<file path="src/rtl/pipe_ctrl_pkg.sv">
// pipe_ctrl_pkg: shared constants and state encoding for the pipeline sequencer
package pipe_ctrl_pkg;
    localparam logic        FLUSH          = 1'b1;
    localparam logic        STALL          = 1'b1;
    localparam logic [31:0] ZERO_WORD      = 32'h0000_0000;
    localparam logic [31:0] EXC_ERET       = 32'h0000_000e;
    localparam logic [31:0] EXC_VECTOR_DEF = 32'h0000_0020;

    typedef enum logic [1:0] {
        ST_RUN      = 2'd0,
        ST_DIV_WAIT = 2'd1,
        ST_FLUSH    = 2'd2
    } state_t;
endpackage

</file>
<file path="src/rtl/pipe_ctrl_hazard.sv">
// hazard_detect: combinational load-use comparator between EX load and ID sources
module hazard_detect (
    input  logic       ex_is_load,
    input  logic [4:0] ex_w_dest,
    input  logic       id_reg1_read,
    input  logic [4:0] id_reg1_addr,
    input  logic       id_reg2_read,
    input  logic [4:0] id_reg2_addr,
    output logic       load_use
);
    // $zero is never a real dependency, so a load to it cannot stall
    always_comb begin
        load_use = ex_is_load && (ex_w_dest != 5'd0) &&
                   ((id_reg1_read && id_reg1_addr == ex_w_dest) ||
                    (id_reg2_read && id_reg2_addr == ex_w_dest));
    end
endmodule

</file>
<file path="src/rtl/pipe_ctrl.sv">
// pipe_ctrl: pipeline sequencer for divide wait, load-use interlock and exception redirect
module pipe_ctrl
    import pipe_ctrl_pkg::*;
#(
    parameter logic [31:0] EXC_VECTOR  = EXC_VECTOR_DEF,
    parameter int          DIV_TIMEOUT = 40,
    parameter int          CNT_W       = 32
) (
    input  logic             clk,
    input  logic             rst,
    input  logic             ex_is_load,
    input  logic [4:0]       ex_w_dest,
    input  logic             id_reg1_read,
    input  logic [4:0]       id_reg1_addr,
    input  logic             id_reg2_read,
    input  logic [4:0]       id_reg2_addr,
    input  logic             ex_div_start,
    input  logic             div_ready,
    input  logic [31:0]      mem_excepttype,
    input  logic [31:0]      cp0_epc,
    output logic             pc_hold,
    output logic             ifid_hold,
    output logic             idex_bubble,
    output logic             idex_hold,
    output logic             exmem_bubble,
    output logic             flush,
    output logic [31:0]      flush_pc,
    output logic             div_cancel,
    output logic [CNT_W-1:0] stall_cycles
);
    localparam int TW = $clog2(DIV_TIMEOUT + 1);

    state_t        state, state_nxt;
    logic [TW-1:0] timer;
    logic          exc, load_use, timeout;

    assign exc     = mem_excepttype != ZERO_WORD;
    assign timeout = timer >= TW'(DIV_TIMEOUT);

    hazard_detect u_hazard (
        .ex_is_load   (ex_is_load),
        .ex_w_dest    (ex_w_dest),
        .id_reg1_read (id_reg1_read),
        .id_reg1_addr (id_reg1_addr),
        .id_reg2_read (id_reg2_read),
        .id_reg2_addr (id_reg2_addr),
        .load_use     (load_use)
    );

    // state register; reset drops any in-flight divide without cancelling it
    always_ff @(posedge clk) begin
        if (!rst) state <= ST_RUN;
        else      state <= state_nxt;
    end

    // divide timer counts DIV_WAIT cycles, starting at 1 on the issuing cycle
    always_ff @(posedge clk) begin
        if (!rst)                         timer <= '0;
        else if (state_nxt != ST_DIV_WAIT) timer <= '0;
        else                              timer <= (state == ST_DIV_WAIT) ? timer + 1'b1 : TW'(1);
    end

    // performance counter of stalled cycles, kept across flushes
    always_ff @(posedge clk) begin
        if (!rst)                  stall_cycles <= '0;
        else if (pc_hold && !flush) stall_cycles <= stall_cycles + 1'b1;
    end

    // next state: exception wins from any state, FLUSH lasts one cycle
    always_comb begin
        state_nxt = ST_RUN;
        if (exc)                         state_nxt = ST_FLUSH;
        else if (state == ST_RUN)        state_nxt = ex_div_start ? ST_DIV_WAIT : ST_RUN;
        else if (state == ST_DIV_WAIT)   state_nxt = (div_ready || timeout) ? ST_RUN : ST_DIV_WAIT;
    end

    // control outputs: exception > divide > load-use, all quiet during reset
    always_comb begin
        pc_hold      = 1'b0;
        ifid_hold    = 1'b0;
        idex_bubble  = 1'b0;
        idex_hold    = 1'b0;
        exmem_bubble = 1'b0;
        flush        = 1'b0;
        flush_pc     = ZERO_WORD;
        div_cancel   = 1'b0;
        if (rst) begin
            if (exc) begin
                flush      = FLUSH;
                flush_pc   = (mem_excepttype == EXC_ERET) ? cp0_epc : EXC_VECTOR;
                div_cancel = state == ST_DIV_WAIT;
            end else if ((state == ST_RUN && ex_div_start) ||
                         (state == ST_DIV_WAIT && !div_ready && !timeout)) begin
                pc_hold      = STALL;
                ifid_hold    = STALL;
                idex_hold    = STALL;
                exmem_bubble = STALL;
            end else if (state == ST_DIV_WAIT) begin
                div_cancel = !div_ready;
            end else if (state == ST_RUN && load_use) begin
                pc_hold     = STALL;
                ifid_hold   = STALL;
                idex_bubble = STALL;
            end
        end
    end
endmodule
</file>
<file path="config.mk">
export PLATFORM = sky130hd
export DESIGN_NAME = pipe_ctrl
export DESIGN_NICKNAME = d
export VERILOG_FILES = /design/src/rtl/pipe_ctrl_pkg.sv /design/src/rtl/pipe_ctrl_hazard.sv /design/src/rtl/pipe_ctrl.sv
export SDC_FILE = /design/constraint.sdc
export NUM_CORES = 1
export LEC_CHECK = 0
export CAP_MARGIN = 20
export CORE_MARGIN = 2
export CORE_UTILIZATION = 58
export DETAILED_ROUTE_END_ITERATION = 8
export DONT_BUFFER_PORTS = 1
export PLACE_DENSITY = 0.74
export REMOVE_ABC_BUFFERS = 1
export SYNTH_ARGS = -nofsm -noshare
export SYNTH_HDL_FRONTEND = slang
export SYNTH_SLANG_ARGS = --single-unit
</file>
<file path="constraint.sdc">
create_clock -name clk -period 2.2 [get_ports clk]
set_input_delay 0.11 -clock clk [delete_from_list [all_inputs] [get_ports clk]]
set_output_delay 0.11 -clock clk [all_outputs]
set_load 0.005 [all_outputs]
</file>
# Yosys cells after proc, flatten, opt, wreduce, memory -nomap -nowiden

Cells that the tools add are included.

Flip-flop bits (word level): 40
Bits of input ports: 86
Output and inout bits: 71
Word-level logic and storage cells: 60

Magnitude comparators: 1
Reductions and logical operators: 20
Multiplexer cells: 26
Bitwise logic cells: 2
Add/sub/neg operators: 2
Eq/ne operators: 5

Operators by type and width:

| operator                                               | count |
|---|---|
| two-way mux 32 bit                                     | 3 |
| adder 32 x 1 -> 32 bit (second input constant)         | 1 |
| equality test 32 x 4 -> 1 bit (second input constant)  | 1 |
| nonzero test 32 bit                                    | 1 |
| two-way mux 1 bit                                      | 22 |
| equality test 5 bit                                    | 2 |
| logical AND 1 bit                                      | 9 |
| adder 6 x 1 -> 6 bit (second input constant)           | 1 |
| >= comparator 6 bit (second input constant)            | 1 |
| nonzero test 5 bit                                     | 1 |
| logical NOT 1 bit                                      | 3 |
| logical OR 1 bit                                       | 3 |
| OR reduction 3 bit                                     | 1 |
| equality test 2 x 1 -> 1 bit (second input constant)   | 1 |
| logical NOT 2 bit                                      | 1 |
| two-way mux 2 bit                                      | 1 |
| inequality test 2 x 1 -> 1 bit (second input constant) | 1 |
| inverter 1 bit                                         | 2 |
| OR reduction 2 bit                                     | 1 |

# Logic depth before layout (Yosys ltp)

Word-level depth: 11
Gate-level depth with buffers: 8
Depth with buffers taken out: 6

# Cells and area by module

Synthesis repeated with hierarchy kept, for this count alone.

Cell total of the unflattened synthesis: 322
Area total of the unflattened synthesis: 2547.4 µm²

Modules (own cells, without submodules):

| module        | instances | cells an instance | area each (µm²) | sequential area each (µm²) |
|---|---|---|---|---|
| pipe_ctrl     | 1         | 305               | 2413.6          | 800.8 |
| hazard_detect | 1         | 17                | 133.9           | 0.0 |

# Worst setup path before layout

No wires, ideal clock.

Kind: flip-flop to flip-flop
From: reg stall_cycles[4]
To: reg stall_cycles[20]
Arrival: 1.903 ns
Cell stages (with the launch flop): 7
Slack: 0.237 ns
Clock period less this slack: 1.963 ns
Cell sequence: dfxtp_1 > nand4_1 > or2_1 > nor3_1 > nand2_1 > or4b_2 > nand2_1

Longest elaborated chain between the ends: 1

Ends and longest elaborated chain:

| element                | line            | text |
|---|---|---|
| from (decl)            | pipe_ctrl.sv:29 | `output logic [CNT_W-1:0] stall_cycles` |
| from (signal assigned) | pipe_ctrl.sv:66 | `else if (pc_hold && !flush) stall_cycles <= stall_cycles + 1'b1;` |
| adder 32 x 1 -> 32 bit | pipe_ctrl.sv:66 |  |

No other way between the ends.
A chain may end at the register's enable or synchronous reset.

# Final worst setup path

From: reg state[1]
To: reg stall_cycles[20]

Longest elaborated chain between the ends: 8

Ends and longest elaborated chain:

| element                                                           | line                              | text |
|---|---|---|
| from (decl)                                                       | pipe_ctrl.sv:33                   | `state_t state, state_nxt;` |
| from (signal assigned)                                            | pipe_ctrl.sv:53                   | `else state <= state_nxt;` |
| logical NOT 2 bit or equality test 2 x 1 -> 1 bit (tied branches) | n/a                               |  |
| logical AND 1 bit (on tied branches)                              | pipe_ctrl.sv:100, pipe_ctrl.sv:93 |  |
| two-way mux 1 bit or logical AND 1 bit (tied branches)            | pipe_ctrl.sv:100, pipe_ctrl.sv:93 |  |
| two-way mux 1 bit or logical OR 1 bit (tied branches)             | pipe_ctrl.sv:98, pipe_ctrl.sv:92  |  |
| two-way mux 1 bit (*)                                             | pipe_ctrl.sv:92                   | `end else if ((state == ST_RUN && ex_div_start) \|\|` |
| two-way mux 1 bit (*)                                             | pipe_ctrl.sv:88                   | `if (exc) begin` |
| two-way mux 1 bit (*)                                             | pipe_ctrl.sv:87                   | `if (rst) begin` |
| logical AND 1 bit (*)                                             | pipe_ctrl.sv:66                   |  |

Every way passes the cells marked *; elsewhere a longest branch is shown, timed or not.

==> qor.yml <==
status:
  outcome: "finished, violations left"
  violations: "hold timing"
timing:
  fmax_mhz: 486
  worst_slew_margin_rel: 0.707
  worst_slack_ps: 141
  rsz0062_at_grt: "true"
  final_max_slew_viol_count: 0
  holdWs_ps: -15.3
  worst_clock_skew_ps: 2.18
  fin_setup_tns_ps: 0
  worstMarginPinSlew_ps: 440
  finalCritPeriodShare: 0.936
  hold_viol: 3
  finalSetupViolCount: 0
  fin_crit_ps: 2060
route:
  num_vias: 2515
  routed_via_density: 6.71
  firstDrtPassIters: 4
  route.antenna.remaining_nets: 0
  wirelength_microns: 7570
  drtIter0Drc: 180
  remaining_drc_errors: 0
  routedWlPerCell_microns: 20.2
setup_path:
  worstPathArrival_ps: 2300
  cp_top_family: "simple AND/OR/NAND/NOR gates"
  cp.required_ps: 2440
  worstPathCellList: "nor2_1, o211a_1, nor4bb_4, a32oi_4, buf_12, or4b_2, nand2_1"
  critPathLaunchType: "flip-flop"
  critical_path_class: "reg -> reg"
  cp-end-kind: "flip-flop"
  cp_slowest_cell: "or4b_2"
  cp_max_fo: 31
  path_buf_inv: 1
  max_stage_delay_ps: 630
cts:
  clock_latency_ps: 290
  numCtsBuffers: 5
  cts_buffer_depth: 2
  cts.clk_slew.worst_paths_ps: 80
  cts_sinks: 40
  cts_tree: "yes"
  htreeDepth: 2
  clock-root-buffer: "clkbuf_8"
global_route:
  grt_max_degree: 42
  grt_overflow: 0
  antenna_found_initial: 0
  grt_usage: 0.289
  grt_pass1_vias: 2260
  grt_pass1_wl_microns: 11500
yosys:
  synth_edf_count: 0
  seq_area_frac_synth: 0.305
  ys_seq_elements: 40
  netlist_area_sq_um: 2630
  synth_cell_types: 47
  yosysWarnings: 0
  synthTopCellsByArea: "dfxtp_1 30%, and2_1 7.9%, o311ai_0 5.3%"
  synth_area_leader_cell: "dfxtp_1"
  synthArstFlopShare: 0
  synth_commonest_cells: "40 x dfxtp_1, 33 x and2_1, 30 x nand2_1"
  synth_flop_cell: "dfxtp_1"
  avgSynthCellArea_sq_um: 8.45
  synth_top_cell_area_share: 0.305
  synth_most_common_cell: "dfxtp_1"
  syn_inst: 311
place:
  gp_congestion: 0.836
  portBuffers: 0
  dpl_cell_area_sq_um: 2750
  post-dp-hpwl_microns: 5810
  place_ws_ps: -28.3
die:
  fp-row-count: 24
  io-pin-count: 157
  fp.dieH_microns: 71.3
  die-width_microns: 71.3
  start_util: 0.603
  dieArea_sq_um: 5080
  core-area_sq_um: 4350
power:
  ir_drop_mv: 0.472
  power.leakage_nw: 1.01
  power_density_nw_per_um2: 479
cells_and_area:
  seq_area_sq_um: 801
  final_net_count: 411
  layout-drive-gt1-share: 0.136
  synthToLayoutAreaGrowth_pct: 10.7
  nFillCells: 366
  diodes: 0
  final_util: 0.668
  finish.instance_area_sq_um: 2910
  multiInputGateArea_sq_um: 1700
run:
  maxCapViolCount: 0
min_path:
  hp-class: "in -> reg"
==> path summary, 6_finish.rpt <==
kind                     from          endpoint  slack (ps)  cells past startpoint
max                  state[1]  stall_cycles[20]         140                      7
min reg2reg  stall_cycles[31]  stall_cycles[31]         510                      2
min                       rst  stall_cycles[31]         -20                      2
max reg2reg          state[1]  stall_cycles[20]         140                      7
==> report_power, final <==
group | total (mW) | switching (mW) | internal [mW]
registers | 0.725 | 0.00138 | 0.724
logic | 0.0757 | 0.0366 | 0.0391
clock network | 0.592 | 0.256 | 0.336
==> placed cells by master (no fill, tap or decap), types with 7 or more instances in the layout <==
master	n
mux2i_1	7
o311ai_0	12
o211ai_1	7
nor3_1	7
xnor2_1	13
dfxtp_1	40
nand2_1	30
nand3_1	12
and2_1	33
nor4_1	9
nand4_1	13
o41ai_1	16
nand2b_1	22
nor2_1	10
buf_4	22
==> worst reg2reg max path, stage by stage (launching register included) <==
cell      delay (ps)
dfxtp_1          360
nor2_1           150
o211a_1          220
nor4bb_4         280
a32oi_4           90
buf_12           190
or4b_2           640
nand2_1           80
==> cells by family after synthesis <==
logic type	synth area share
multiplexers	0.0267
adder cells (fa/ha/maj)	0.0143
AO/OA/AOI/OAI	0.172
AND/OR/NAND/NOR	0.380
buffers and inverters	0.0524
XOR/XNOR	0.0500
flip-flops	0.305
==> metal layers <==
layer | track usage | routed length (microns)
met1 | 0.353 | 2940
met2 | 0.497 | 3770
met3 | 0.0647 | 707
met4 | 0.109 | 159
met5 | 0 | 0
==> repair_timing <==
item | CTS | global route
buffers inserted | 0 | 1
endpoints found under the setup margin | 0 | 15
resized for setup | 0 | 6
hold buffers | 2 | 0
hold endpoints to repair | 32 | 0
==> registers in the layout, indices dropped and copies added (netlist names) <==
| signal | flops |
|---|---|
| state | 2 |
| timer | 6 |
| stall_cycles | 32 |
==> layout make-up <==
cell class / instances / share of cell area
inverter: 5 / 0.00645
clock buffer: 5 / 0.0237
multi-input combinational: 245 / 0.584
sequential: 40 / 0.275
tap: 52 / 0.0224
timing repair buffer: 25 / 0.0740
clock inverter: 3 / 0.0146
==> metrics by stage <==
stage	power [mW]	cells
detailed placement	0.799	364
CTS	1.41	374
floorplan	0.790	290
global placement	0.798	364
finish	1.39	375
global route	1.44	375
Power figures use the tool's default switching activity.
